**config.mk**
```make
export PLATFORM = sky130hd
export DESIGN_NAME = sentence_writer_flat
export DESIGN_NICKNAME = d
export VERILOG_FILES = /design/src/rtl/sentence_writer_if.sv /design/src/rtl/sentence_writer.sv /design/src/flat_wrapper.sv
export SDC_FILE = /design/constraint.sdc
export NUM_CORES = 1
export LEC_CHECK = 0
export CORE_MARGIN = 2
export CORE_UTILIZATION = 40
export CTS_CLUSTER_SIZE = 8
export DETAILED_ROUTE_END_ITERATION = 16
export GPL_TIMING_DRIVEN = 0
export PLACE_DENSITY = 0.62
export SYNTH_ARGS = -nofsm -noshare
export SYNTH_HDL_FRONTEND = slang
export SYNTH_SLANG_ARGS = --single-unit
```
**constraint.sdc**
```tcl
create_clock -name clk -period 3.3 [get_ports clk]
set_clock_uncertainty 0.15 [all_clocks]
set_input_delay 0.66 -clock clk [delete_from_list [all_inputs] [get_ports clk]]
set_output_delay 0.66 -clock clk [all_outputs]
set_load 0.01 [all_outputs]
```
**src/rtl/sentence_writer_if.sv**
```systemverilog
// Producer-to-writer word stream: valid/ready handshake
// carrying one word ID per beat plus a last-word flag.
interface sentence_writer_if #(
    parameter int word_num_bit = 8
);
    logic                    in_valid;
    logic [word_num_bit-1:0] in_word;
    logic                    in_last;
    logic                    in_ready;

    modport master (
        output in_valid,
        output in_word,
        output in_last,
        input  in_ready
    );

    modport slave (
        input  in_valid,
        input  in_word,
        input  in_last,
        output in_ready
    );
endinterface

```
**src/rtl/sentence_writer.sv**
```systemverilog
// Sentence buffer writer: stores range-checked word IDs,
// closes with 8'hFF and exposes a registered read port.
module sentence_writer #(
    parameter int word_num     = 95,
    parameter int word_num_bit = 8,
    parameter int w_bit        = 4
) (
    input  logic                    clk,
    input  logic                    rst,
    sentence_writer_if.slave        s_in,
    output logic                    done,
    input  logic                    done_ack,
    output logic [w_bit-1:0]        word_count,
    output logic                    error,
    output logic                    overflow,
    input  logic [w_bit-1:0]        rd_addr,
    output logic [word_num_bit-1:0] rd_data
);
    localparam int DEPTH = 2 ** w_bit;

    localparam logic [word_num_bit-1:0] MAX_WORD =
        word_num_bit'(word_num);
    localparam logic [word_num_bit-1:0] EOS =
        {word_num_bit{1'b1}};
    localparam logic [w_bit-1:0] LAST_SLOT =
        w_bit'(DEPTH - 2);

    typedef enum logic [1:0] {
        FILL,
        TERM,
        DONE
    } state_t;

    state_t                  state_q, state_d;
    logic [w_bit-1:0]        wr_ptr_q, wr_ptr_d;
    logic [w_bit-1:0]        word_count_q, word_count_d;
    logic                    error_q, error_d;
    logic                    overflow_q, overflow_d;
    logic [word_num_bit-1:0] rd_data_q;

    logic [word_num_bit-1:0] mem_q [DEPTH];
    logic                    we;
    logic [w_bit-1:0]        waddr;
    logic [word_num_bit-1:0] wdata;

    always_comb begin
        state_d      = state_q;
        wr_ptr_d     = wr_ptr_q;
        word_count_d = word_count_q;
        error_d      = error_q;
        overflow_d   = overflow_q;
        we           = 1'b0;
        waddr        = wr_ptr_q;
        wdata        = s_in.in_word;
        unique case (state_q)
            FILL: begin
                if (s_in.in_valid) begin
                    if (s_in.in_word < MAX_WORD) begin
                        we       = 1'b1;
                        wr_ptr_d = wr_ptr_q + 1'b1;
                        if (s_in.in_last) begin
                            state_d = TERM;
                        end else if (wr_ptr_q == LAST_SLOT) begin
                            // one slot must remain for the terminator
                            overflow_d = 1'b1;
                            state_d    = TERM;
                        end
                    end else begin
                        error_d = 1'b1;
                        if (s_in.in_last) state_d = TERM;
                    end
                end
            end
            TERM: begin
                we           = 1'b1;
                wdata        = EOS;
                word_count_d = wr_ptr_q;
                state_d      = DONE;
            end
            DONE: begin
                if (done_ack) begin
                    state_d      = FILL;
                    wr_ptr_d     = '0;
                    word_count_d = '0;
                    error_d      = 1'b0;
                    overflow_d   = 1'b0;
                end
            end
            default: state_d = FILL;
        endcase
    end

    always_ff @(posedge clk) begin
        if (rst) begin
            state_q      <= FILL;
            wr_ptr_q     <= '0;
            word_count_q <= '0;
            error_q      <= 1'b0;
            overflow_q   <= 1'b0;
            rd_data_q    <= '0;
        end else begin
            state_q      <= state_d;
            wr_ptr_q     <= wr_ptr_d;
            word_count_q <= word_count_d;
            error_q      <= error_d;
            overflow_q   <= overflow_d;
            rd_data_q    <= mem_q[rd_addr];
        end
    end

    always_ff @(posedge clk) begin
        if (we && !rst) mem_q[waddr] <= wdata;
    end

    assign s_in.in_ready = (state_q == FILL);
    assign done          = (state_q == DONE);
    assign word_count    = word_count_q;
    assign error         = error_q;
    assign overflow      = overflow_q;
    assign rd_data       = rd_data_q;
endmodule
```
**src/flat_wrapper.sv**
```systemverilog
// flat-port wrapper written by rule: the top's interface ports become plain ports
module sentence_writer_flat 
#(
    parameter int word_num     = 95,
    parameter int word_num_bit = 8,
    parameter int w_bit        = 4
)
  (clk, rst, done, done_ack, word_count, error, overflow, rd_addr, rd_data, s_in_in_valid, s_in_in_word, s_in_in_last, s_in_in_ready);
  sentence_writer_if #(.word_num_bit(word_num_bit)) s_in_i ();
  input  logic clk;
  input  logic rst;
  output logic done;
  input  logic done_ack;
  output logic [w_bit-1:0] word_count;
  output logic error;
  output logic overflow;
  input  logic [w_bit-1:0] rd_addr;
  output logic [word_num_bit-1:0] rd_data;
  input wire logic [$bits(s_in_i.in_valid)-1:0] s_in_in_valid;
  input wire logic [$bits(s_in_i.in_word)-1:0] s_in_in_word;
  input wire logic [$bits(s_in_i.in_last)-1:0] s_in_in_last;
  output wire logic [$bits(s_in_i.in_ready)-1:0] s_in_in_ready;
  assign s_in_i.in_valid = s_in_in_valid;
  assign s_in_i.in_word = s_in_in_word;
  assign s_in_i.in_last = s_in_in_last;
  assign s_in_in_ready = s_in_i.in_ready;
  sentence_writer #(.word_num(word_num), .word_num_bit(word_num_bit), .w_bit(w_bit)) u_core (.clk(clk), .rst(rst), .s_in(s_in_i), .done(done), .done_ack(done_ack), .word_count(word_count), .error(error), .overflow(overflow), .rd_addr(rd_addr), .rd_data(rd_data));
endmodule
```
==> out/qor_table.md <==
| Parameter | This run | Unit |
|:---|:---|:---|
| Final wirelength | 12200 | µm |
| Switching part of the total power | 22.2 | % |
| Detailed-route wire length per cell | 21.2 | µm |
| Most used DFF post-synth | edfxtp_1 | - |
| Portion of the post-synthesis area used by sequential elements | 71.4 | % |
| Insertion delay of the later-clocked pin in the worst-skew pair | 0.43 | ns |
| Via count of the first global-routing pass | 3199 | - |
| Cell types occupying the most area after synthesis | edfxtp_1, mux4_2, dfxtp_1, mux4_1, mux2i_1 | - |
| Max stage delay on crit path | 0.57 | ns |
| CTS root buf | clkbuf_16 | - |
| Post-synth net total | 350 | - |
| Commonest cells post-synth | edfxtp_1, mux4_2, dfxtp_1, and3_1 | - |
| Area of the multi-input gates | 1570 | µm² |
| Combinational Power Share | 5.8 | % |
| Areal power density over the cells | 599 | nW/µm² |
| DP HPWL | 7960 | µm |
| Critical path's top delay family | compound AO/OA/AOI/OAI gates | - |
| Cell variety after synth | 45 | - |
| Proportion of synthesized flip-flops having asynchronous set or reset | 0 | % |
| Number of antenna violations at the first check in global routing | 0 | - |
| Number of CTS-inserted buffers | 17 | - |
| Deepest clock path buffer count | 2 | - |
| Count of standard-cell rows | 44 | - |
| Inserted Diodes | 0 | - |
| Basic-gate share of the synthesized area counting and, or, nand and nor cells | 6.80 | % |
| Slew at the pin with the worst max-slew slack | 0.770 | ns |
| Worst VDD drop | 0.364 | mV |
| Footprint of the flip-flops and latches | 4240 | µm² |
| Max-slew violation count | 0 | - |
| Summed negative setup slack over all endpoints | 0 | ns |
| Top-Level Pins | 33 | - |
| Via total after detailed routing | 3132 | - |
| Post-layout instance area | 7070 | µm² |
| Clock power share | 45.4 | % |
| Static leakage | 2.40 | nW |
| Final setup viols | 0 | - |
| DIE AREA | 15800 | µm² |
| Dominant cell type by count on the critical path | a21oi_1 | - |
| Synth Area in Compound Gates | 5.20 | % |
| Buffers & Inverters on Critical Path | 2 | - |
| Fill count | 1255 | - |
| Post-Synthesis Cells | 329 | - |
| Clock tree from TritonCTS | done | - |
| Placeable core area | 14500 | µm² |
| Drt first pass iters | 4 | - |
| Remaining max-slew budget at the tightest pin | 48.7 | % |
| Category of the critical setup timing path | in2reg | - |
| Final-stage net count | 399 | - |
| Effective utilization at floorplan | 40.9 | % |
| Remaining routing DRC violations | 0 | - |
| Library cell with the largest summed area after synthesis | edfxtp_1 | - |
| Vias per std cell | 5.45 | - |
| Unrepaired setup endpoints after global routing | no | - |
| Post-CTS Hold Fix Bufs | 0 | - |
| RePlAce Congestion | 0.809 | - |
| Die extent in x | 126 | µm |
| First-pass GRT wire length | 18900 | µm |
| Arrival @ worst endpoint | 2.79 | ns |
| Number of hold-slack violations in the final timing report | 0 | - |
| Post-synthesis register bit count | 148 | - |
| Synthesized area per cell | 18.1 | µm² |
| Xor and xnor fraction of the mapped netlist area | 0 | % |
| Dominant combinational cell family by area after synthesis | multiplexers | - |
| Register clock-pin slew on the reported worst setup and hold paths | 0.06 | ns |
| Yosys warns | 0 | - |
| Crit path max-delay cell type | and3_1 | - |
| Synthesized area | 5940 | µm² |
| Reported net switching power | 0.939 | mW |
| P&R area growth vs syn | 18.9 | % |
| Clock net sink count | 148 | - |
| Data required time at the worst endpoint | 3.21 | ns |
| Buffers on Ports | 30 | - |
| Internal Pwr Total | 3.30 | mW |
| Most used standard cell by instance count after synthesis | edfxtp_1 | - |
| Die extent in y | 126 | µm |
| Number of routed nets with antenna violations | 0 | - |
| Sequential cell fraction of total power | 48.8 | % |
| Status | completed | - |
| Number of maximum-capacitance violations | 0 | - |
| 1st-iter DRT viols | 328 | - |
| Maximum number of pins on one net before global-route repair | 17 | - |
| Global Route Usage Sum | 16.4 | % |
| Total power | 4.24 | mW |
| Area fraction of the dominant cell type after synthesis | 64.7 | % |
| CP Capture Type | flop | - |
| Max H-tree Level | 4 | - |
| Resize count post-CTS | 0 | - |
| Maximum fanout encountered on the critical timing path | 10 | - |
| Grt total ovfl | 0 | - |
| Fmax | 348 | MHz |
| Sort of element at the start of the critical path | input pin | - |
| Classification of the worst-slack hold path | reg2reg | - |
| Minimum clock period | 2.87 | ns |
| Area post-placement | 6470 | µm² |
| Fraction of final layout cells with drive strength greater than 1 | 18.9 | % |
| Post-synthesis adder-cell area fraction | 0.842 | % |
| Share of the clock period used by the worst path after layout | 87.1 | % |
| Multiplexer share of the synthesized area | 13.5 | % |
| Post-CTS setup buffers | 0 | - |
| Number of synthesized flops with an enable pin | 128 | - |
| Worst path cell trace | clkdlybuf4s50_1 > a21oi_1 > o2111ai_1 > a21oi_1 > clkbuf_1 > and3_1 | - |
## per-layer routing
| layer | wire length (µm) | global-route usage, % |
|---|---|---|
| met5 | 0 | 0 |
| met4 | 176 | 6.27 |
| met3 | 546 | 4.38 |
| met2 | 5860 | 25.7 |
| met1 | 5610 | 22.2 |
## per-stage QoR
step / util [%] / hold WS (ns) / setup WS [ns] / cells
5_1_grt: 48.6 / 0.358 / 0.272 / 575
2_1_floorplan: - / 0.350 / 1.01 / 329
3_3_place_gp: 44.5 / 0.324 / 0.0927 / 543
4_1_cts: 48.6 / 0.337 / 0.477 / 575
6_report: 48.6 / 0.327 / 0.425 / 575
3_5_place_dp: 44.5 / 0.312 / 0.0320 / 543
## tightest hold or removal path, stage by stage (launching register included)
cell and delay (ns):
dfxtp_1 0.33, a21oi_1 0.04, nor2_1 0.07
## area by class of cell
class,instances,share of cell area (%)
Buffer,16,1.51
Clock inverter,15,2.37
Tap cell,184,3.26
Timing Repair Buffer,30,4.25
Clock buffer,17,6.02
Multi-Input combinational cell,158,22.2
Inverter,7,0.372
Sequential cell,148,60.1
## power by group through the flow
stage / Sequential, mW / Combinational, mW / Clock [mW]
global placement: 2.11 / 0.241 / 0
floorplan: 2.11 / 0.140 / 0
CTS: 2.07 / 0.247 / 1.95
global route: 2.07 / 0.267 / 2.04
finish: 2.07 / 0.245 / 1.92
detailed placement: 2.11 / 0.246 / 0
## cell usage in the layout (no fill, tap or decap), types with 2 or more instances in the layout
master	Yosys	routed
mux4_1	5	5
o21ai_0	2	2
clkdlybuf4s50_1	0	30
clkbuf_16	0	17
nor4b_1	3	3
a211oi_1	3	3
inv_1	7	7
buf_6	2	2
dfxtp_1	20	20
o2111ai_1	2	2
nand2b_1	12	12
buf_2	8	8
and3_1	16	16
a211oi_2	3	3
a2111oi_0	3	3
nand3_1	2	2
o22ai_1	5	5
inv_6	0	7
mux4_2	24	24
o32ai_1	4	4
bufinv_16	0	2
a221o_1	3	3
clkinvlp_4	0	5
ha_1	4	4
nor2_1	13	13
edfxtp_1	128	128
nand2_1	9	9
a21oi_1	7	7
clkbuf_1	2	2
nor3_1	2	2
nor2b_1	9	9
mux2i_1	13	13
## cell families (layout without fill, tap and decap cells)
logic type / count (synthesis) / in the layout
AOI/OAI and AO/OA: 40 / 40
buffers and inverters: 23 / 85
and+or+nand+nor: 72 / 72
muxes: 42 / 42
adders and majority gates: 4 / 4
DFF: 148 / 148
## path summary, 6_finish.rpt
kind	from	slack, ns	depth (start not counted)	end
min reg2reg	u_core.error$_SDFFE_PP0P_	0.33	2	u_core.error$_SDFFE_PP0P_
max reg2reg	u_core.state_q[0]$_SDFFE_PP0P_	0.72	5	u_core.mem_q[13][4]$_DFFE_PP_
min	u_core.error$_SDFFE_PP0P_	0.33	2	u_core.error$_SDFFE_PP0P_
max	s_in_in_word[6]	0.43	6	u_core.mem_q[13][4]$_DFFE_PP_
## sequential cells by signal, summed over array words and instances (netlist names)
| name | flops |
|---|---|
| u_core.error | 1 |
| u_core.mem_q | 128 |
| u_core.overflow | 1 |
| u_core.rd_data | 8 |
| u_core.state_q | 2 |
| u_core.waddr | 4 |
| u_core.word_count | 4 |
(Power assumes the default switching activity.)
